### config.mk
export PLATFORM = sky130hd
export DESIGN_NAME = calc1_arbiter
export DESIGN_NICKNAME = d
export VERILOG_FILES = /design/src/rtl/calc1_arbiter.sv
export SDC_FILE = /design/constraint.sdc
export NUM_CORES = 1
export LEC_CHECK = 0
export BUFFER_PORTS_ARGS = -buffer_cell sky130_fd_sc_hd__buf_2
export CELL_PAD_IN_SITES_DETAIL_PLACEMENT = 0
export CELL_PAD_IN_SITES_GLOBAL_PLACEMENT = 1
export CORE_MARGIN = 8
export CORE_UTILIZATION = 40
export CTS_BUF_LIST = sky130_fd_sc_hd__clkbuf_8
export DETAILED_ROUTE_END_ITERATION = 16
export PLACE_DENSITY_LB_ADDON = 0.1
export SETUP_SLACK_MARGIN = 0.5
export SYNTH_ARGS = -nofsm -noshare
export SYNTH_HDL_FRONTEND = slang
export SYNTH_SLANG_ARGS = --single-unit
export TNS_END_PERCENT = 5
### constraint.sdc
create_clock -name c_clk -period 2.6 [get_ports c_clk]
set_input_delay 0.26 -clock c_clk [delete_from_list [all_inputs] [get_ports c_clk]]
set_output_delay 0.26 -clock c_clk [all_outputs]
set_load 0.1 [all_outputs]
### src/rtl/calc1_arbiter.sv
`default_nettype none
// ============================================================================
// Module      : calc1_arbiter
// Description : Four-port command capture front end sharing one ALU.
//               Each port collects a command plus two operands, then a
//               round-robin scheduler issues pending operations to the ALU,
//               waits for completion or timeout, and routes the response back.
// Revision    : 1.0 - initial release
// ============================================================================
module calc1_arbiter #(
    parameter int ALU_TIMEOUT = 15
) (
    input  logic        c_clk,
    input  logic        reset,
    input  logic [3:0]  req_cmd_in  [1:4],
    input  logic [31:0] req_data_in [1:4],
    output logic [1:0]  out_resp    [1:4],
    output logic [31:0] out_data    [1:4],
    output logic        alu_req,
    output logic [3:0]  alu_cmd,
    output logic [31:0] alu_op1,
    output logic [31:0] alu_op2,
    input  logic        alu_done,
    input  logic [1:0]  alu_resp,
    input  logic [31:0] alu_data
);

    localparam int NPORT = 4;
    localparam int CNT_W = (ALU_TIMEOUT > 1) ? $clog2(ALU_TIMEOUT) : 1;
    // Counter value on the last WAIT cycle before the operation is aborted
    localparam logic [CNT_W-1:0] CNT_LAST = CNT_W'(ALU_TIMEOUT - 1);

    typedef enum logic [1:0] {
        P_IDLE = 2'd0,
        P_OP2  = 2'd1,
        P_PEND = 2'd2
    } port_state_e;

    typedef enum logic [1:0] {
        S_IDLE  = 2'd0,
        S_ISSUE = 2'd1,
        S_WAIT  = 2'd2,
        S_RESP  = 2'd3
    } sched_state_e;

    // Per-port capture state
    port_state_e pst_q   [NPORT];
    port_state_e pst_d   [NPORT];
    logic [3:0]  cmd_q   [NPORT];
    logic [3:0]  cmd_d   [NPORT];
    logic [31:0] op1_q   [NPORT];
    logic [31:0] op1_d   [NPORT];
    logic [31:0] op2_q   [NPORT];
    logic [31:0] op2_d   [NPORT];
    logic [1:0]  resp_q  [NPORT];
    logic [1:0]  resp_d  [NPORT];
    logic [31:0] rdata_q [NPORT];
    logic [31:0] rdata_d [NPORT];

    logic [NPORT-1:0] w_pend;
    logic [NPORT-1:0] w_release;

    // Scheduler state
    sched_state_e     sst_q, sst_d;
    logic [1:0]       win_q, win_d;
    logic [1:0]       ptr_q, ptr_d;
    logic [CNT_W-1:0] cnt_q, cnt_d;
    logic [1:0]       w_sel;
    logic             w_fire;
    logic [1:0]       w_cap_resp;
    logic [31:0]      w_cap_data;

    function automatic logic cmd_valid(input logic [3:0] c);
        return (c == 4'd1) || (c == 4'd2) || (c == 4'd5) || (c == 4'd6);
    endfunction

    // Ports waiting for the ALU
    always_comb begin
        w_pend = '0;
        for (int i = 0; i < NPORT; i++) begin
            w_pend[i] = (pst_q[i] == P_PEND);
        end
    end

    // Round-robin pick: first pending port at or after the pointer
    always_comb begin
        logic       found;
        logic [1:0] idx;
        found = 1'b0;
        idx   = ptr_q;
        w_sel = ptr_q;
        for (int k = 0; k < NPORT; k++) begin
            idx = ptr_q + 2'(k);
            if (!found && w_pend[idx]) begin
                w_sel = idx;
                found = 1'b1;
            end
        end
    end

    // Scheduler next state, ALU issue outputs and completion capture
    always_comb begin
        sst_d      = sst_q;
        win_d      = win_q;
        ptr_d      = ptr_q;
        cnt_d      = cnt_q;
        w_fire     = 1'b0;
        w_cap_resp = 2'd3;
        w_cap_data = '0;
        w_release  = '0;
        alu_req    = 1'b0;
        alu_cmd    = '0;
        alu_op1    = '0;
        alu_op2    = '0;
        case (sst_q)
            S_IDLE: begin
                if (|w_pend) begin
                    win_d = w_sel;
                    ptr_d = w_sel + 2'd1;
                    sst_d = S_ISSUE;
                end
            end
            S_ISSUE: begin
                alu_req = 1'b1;
                alu_cmd = cmd_q[win_q];
                alu_op1 = op1_q[win_q];
                alu_op2 = op2_q[win_q];
                cnt_d   = '0;
                sst_d   = S_WAIT;
            end
            S_WAIT: begin
                if (alu_done) begin
                    w_fire     = 1'b1;
                    w_cap_resp = alu_resp;
                    w_cap_data = alu_data;
                    sst_d      = S_RESP;
                end else if (cnt_q == CNT_LAST) begin
                    // Timeout: response code 3 with zero data
                    w_fire = 1'b1;
                    sst_d  = S_RESP;
                end else begin
                    cnt_d = cnt_q + 1'b1;
                end
            end
            S_RESP: begin
                cnt_d = '0;
                sst_d = S_IDLE;
            end
            default: sst_d = S_IDLE;
        endcase
        if (w_fire) begin
            w_release[win_q] = 1'b1;
        end
    end

    // Per-port capture FSM and response register next values
    always_comb begin
        for (int i = 0; i < NPORT; i++) begin
            pst_d[i]   = pst_q[i];
            cmd_d[i]   = cmd_q[i];
            op1_d[i]   = op1_q[i];
            op2_d[i]   = op2_q[i];
            resp_d[i]  = 2'd0;
            rdata_d[i] = '0;
            case (pst_q[i])
                P_IDLE: begin
                    if (req_cmd_in[i+1] != 4'd0) begin
                        cmd_d[i] = req_cmd_in[i+1];
                        op1_d[i] = req_data_in[i+1];
                        pst_d[i] = P_OP2;
                    end
                end
                P_OP2: begin
                    op2_d[i] = req_data_in[i+1];
                    if (cmd_valid(cmd_q[i])) begin
                        pst_d[i] = P_PEND;
                    end else begin
                        // Invalid command answered locally, never reaches the ALU
                        pst_d[i]  = P_IDLE;
                        resp_d[i] = 2'd2;
                    end
                end
                P_PEND: begin
                    // Port is freed on the completion edge so it can accept a
                    // new command while its response is on the outputs
                    if (w_release[i]) begin
                        pst_d[i]   = P_IDLE;
                        resp_d[i]  = w_cap_resp;
                        rdata_d[i] = w_cap_data;
                    end
                end
                default: pst_d[i] = P_IDLE;
            endcase
        end
    end

    // Per-port state and response registers
    always_ff @(posedge c_clk or negedge reset) begin
        if (!reset) begin
            for (int i = 0; i < NPORT; i++) begin
                pst_q[i]   <= P_IDLE;
                cmd_q[i]   <= '0;
                op1_q[i]   <= '0;
                op2_q[i]   <= '0;
                resp_q[i]  <= '0;
                rdata_q[i] <= '0;
            end
        end else begin
            for (int i = 0; i < NPORT; i++) begin
                pst_q[i]   <= pst_d[i];
                cmd_q[i]   <= cmd_d[i];
                op1_q[i]   <= op1_d[i];
                op2_q[i]   <= op2_d[i];
                resp_q[i]  <= resp_d[i];
                rdata_q[i] <= rdata_d[i];
            end
        end
    end

    // Scheduler registers
    always_ff @(posedge c_clk or negedge reset) begin
        if (!reset) begin
            sst_q <= S_IDLE;
            win_q <= '0;
            ptr_q <= '0;
            cnt_q <= '0;
        end else begin
            sst_q <= sst_d;
            win_q <= win_d;
            ptr_q <= ptr_d;
            cnt_q <= cnt_d;
        end
    end

    // Map internal response registers onto the 1-based output ports
    always_comb begin
        for (int i = 0; i < NPORT; i++) begin
            out_resp[i+1] = resp_q[i];
            out_data[i+1] = rdata_q[i];
        end
    end

endmodule
`default_nettype wire

==> results_dict.tcl <==
set metrics [dict create \
    status "completed" \
    htree_num_levels 3 \
    portBuffers 385 \
    power_density_mw_per_mm2 1360 \
    fin_skew_ns 0.0158 \
    hold_class "input port to register" \
    hp-start "alu_resp[0]" \
    final_common_cell "dfrtp_1" \
    pin_count 386 \
    ys_seq_elements 426 \
    synth.yosys.seq_area_share_pct 59.9 \
    hold_viol 0 \
    fin_setup_tns_ns 0 \
    period_minus_slack_ns 2.52 \
    peakVddDrop_uv 1020 \
    place_congestion 0.772 \
    yosys_warnings 0 \
    drive_above_1_share_pct 50.2 \
    cts_root_buf "clkbuf_8" \
    slew_headroom_pct 61.9 \
    core_area_mm2 0.0440 \
    drv_cap 0 \
    startpoint "win_q[0]" \
    synth_edf_count 0 \
    hpwl_mm 35.7 \
    rsz0062_at_grt "yes" \
    fin_nets 2067 \
    grt_pass1_vias 13700 \
    drc 0 \
    antenna_found_initial 4 \
    dpl_cell_area_mm2 0.0216 \
    synthesis.nets 1457 \
    wire_per_inst_um 21.7 \
    finish.instance_area_mm2 0.0255 \
    required_ns 2.34 \
    overflow 0 \
    routed-via-count 12500 \
    dp_slack_ns 0.299 \
    critPathMaxFanout 7 \
    clock.fmax_ghz 0.397 \
    final.setup.worst_slack_ns 0.0779 \
    grt_usage_pct 21.0 \
    start_util_pct 40.4 \
    drtPass1Iterations 4 \
    grt_pass1_wl_mm 82.5 \
    clk_pin_slew_ns 0.06 \
    fp-row-count 77 \
    cts_made_buffers 75 \
    via_per_inst 4.97 \
    drtAntennaViolNets 0 \
    routed_wirelength_mm 54.5 \
    synthCells 1253 \
    drtIter0Drc 615 \
    total_leakage_power_uw 0.0117 \
    synth_cell_types 50 \
    clock_path_buffers 3 \
    cp_data_arrival_time_ns 2.26 \
    reg2reg_from "pst_q[6]" \
    die_x_um 227 \
    grt_max_degree 77 \
    dominantRegCellSynth "dfrtp_1" \
    end_kind "primary output" \
    power_uw 34700 \
    dieArea_mm2 0.0515 \
    die_h_um 227 \
    setup_viol 0 \
    final_cell_mix "dfrtp_1 (423), buf_2 (315), mux2_2 (256), dlygate4sd3_1 (177), nor2_1 (141)" \
    syn_area_mm2 0.0178 \
    cp-start-kind "register" \
    clock-sinks 426 \
    ys_async_sr_fraction_pct 100 \
    cts_tree "built" \
    fin_crit_sh_pct 97.0 \
    fin_util_pct 58.0 \
    worstMarginPinSlew_ns 0.566 \
    slew_viol_final 0 \
    clock_latency_ns 0.61 \
    path_class "register to primary output" \
    syn_area_per_cell_um2 14.2 \
    syn_to_final_growth_pct 43.4 \
]
power breakdown:
group / total, uW / internal [uW] / leakage [uW] / switching (uW)
Combinational: 18200 / 8660 / 0.00558 / 9560
Sequential: 10500 / 8990 / 0.00530 / 1470
Clock: 6010 / 3290 / 0.000871 / 2720
Total: 34700 / 20900 / 0.0117 / 13800
Yosys cell counts, types with 3 or more instances:
cell type | count | area [um2]
mux2_2 | 256 | 2880
mux2i_1 | 4 | 40.0
nor2_1 | 141 | 529
nor4_1 | 5 | 31.3
buf_2 | 21 | 105
nand2b_1 | 6 | 37.5
ha_1 | 23 | 288
nand2_1 | 60 | 225
a22o_1 | 13 | 114
o21ai_0 | 21 | 105
dfrtp_1 | 426 | 10700
and2_1 | 74 | 463
buf_4 | 3 | 22.5
a21oi_1 | 9 | 45.0
buf_6 | 3 | 33.8
nand4_1 | 3 | 18.8
o21a_1 | 3 | 22.5
clkbuf_1 | 49 | 184
inv_1 | 13 | 48.8
nor2b_1 | 4 | 25.0
xnor2_1 | 5 | 43.8
nor3b_1 | 3 | 22.5
nand3_1 | 7 | 35.0
mux4_2 | 68 | 1530
cell type report:
| class | count | area, um2 |
|---|---|---|
| Multi-Input combinational cell | 738 | 7040 |
| Clock inverter | 42 | 210 |
| Clock buffer | 92 | 1270 |
| Sequential cell | 426 | 10700 |
| Antenna cell | 3 | 7.51 |
| Tap cell | 592 | 741 |
| Timing Repair Buffer | 609 | 5530 |
| Inverter | 13 | 48.8 |
| Fill cell | 3633 | 18500 |
flip-flops by register name, indices dropped and copies added, names as in the netlist:
register,count
cmd_q,16
out_resp,8
pst_q,8
ptr_q,2
win_q,2
op1_q,128
cnt_q,4
sst_q,2
op2_q,128
out_data,128
worst paths after layout:
check	depth (start not counted)	slack, ns	end
worst min register to register	2	0.50	cmd_q[14]
max in group asynchronous	3	1.53	op1_q[36]
worst max register to register	8	0.60	ptr_q[1]
worst max-delay path	5	0.08	alu_op2[17]
worst min-delay path	4	0.13	out_resp[4]
min in group asynchronous	2	0.22	out_data[118]
kinds of logic after synthesis:
| logic type | count (synthesis) | share of synthesized area, % |
|---|---|---|
| buffers and inverters | 89 | 2.21 |
| adder cells (fa/ha/maj) | 23 | 1.62 |
| flip-flops | 426 | 59.9 |
| XOR/XNOR | 6 | 0.295 |
| AO/OA/AOI/OAI | 61 | 2.34 |
| multiplexers | 328 | 25.0 |
| AND/OR/NAND/NOR | 320 | 8.62 |
through the flow:
step | std cells | hold WS, ns
finish | 2515 | 0.127
global route | 2515 | 0.120
CTS | 2512 | 0.0670
detailed placement | 2190 | 0.275
global placement | 2190 | 0.278
floorplan | 1253 | -0.0356
metal layers:
layer | routed length (um) | global-route usage (%) | part of all wire [%] | vias up
li1 | - | - | - | 5643
met1 | 22700 | 26.2 | 42 | 6389
met2 | 27300 | 36.0 | 50 | 378
met3 | 3260 | 4.62 | 6.0 | 80
met4 | 1200 | 6.81 | 2.2 | 2
met5 | 8 | 0 | 0.015 | -
repair_timing:
item | 4_1_cts | 5_1_grt
hold buffers | 177 | 0
endpoints found under the hold margin | 455 | 0
pin swaps | 40 | 1
setup buffers | 6 | 0
resized for setup | 136 | 15
gates cloned | 5 | 0
endpoints found under the setup margin | 107 | 140
worst max-delay path: stages (launching register included):
cell	delay, ns
dfrtp_4	0.44
buf_12	0.17
buf_16	0.16
mux4_2	0.51
and2_4	0.19
buf_12	0.16
Note: power is estimated with default switching activity, not from simulation.
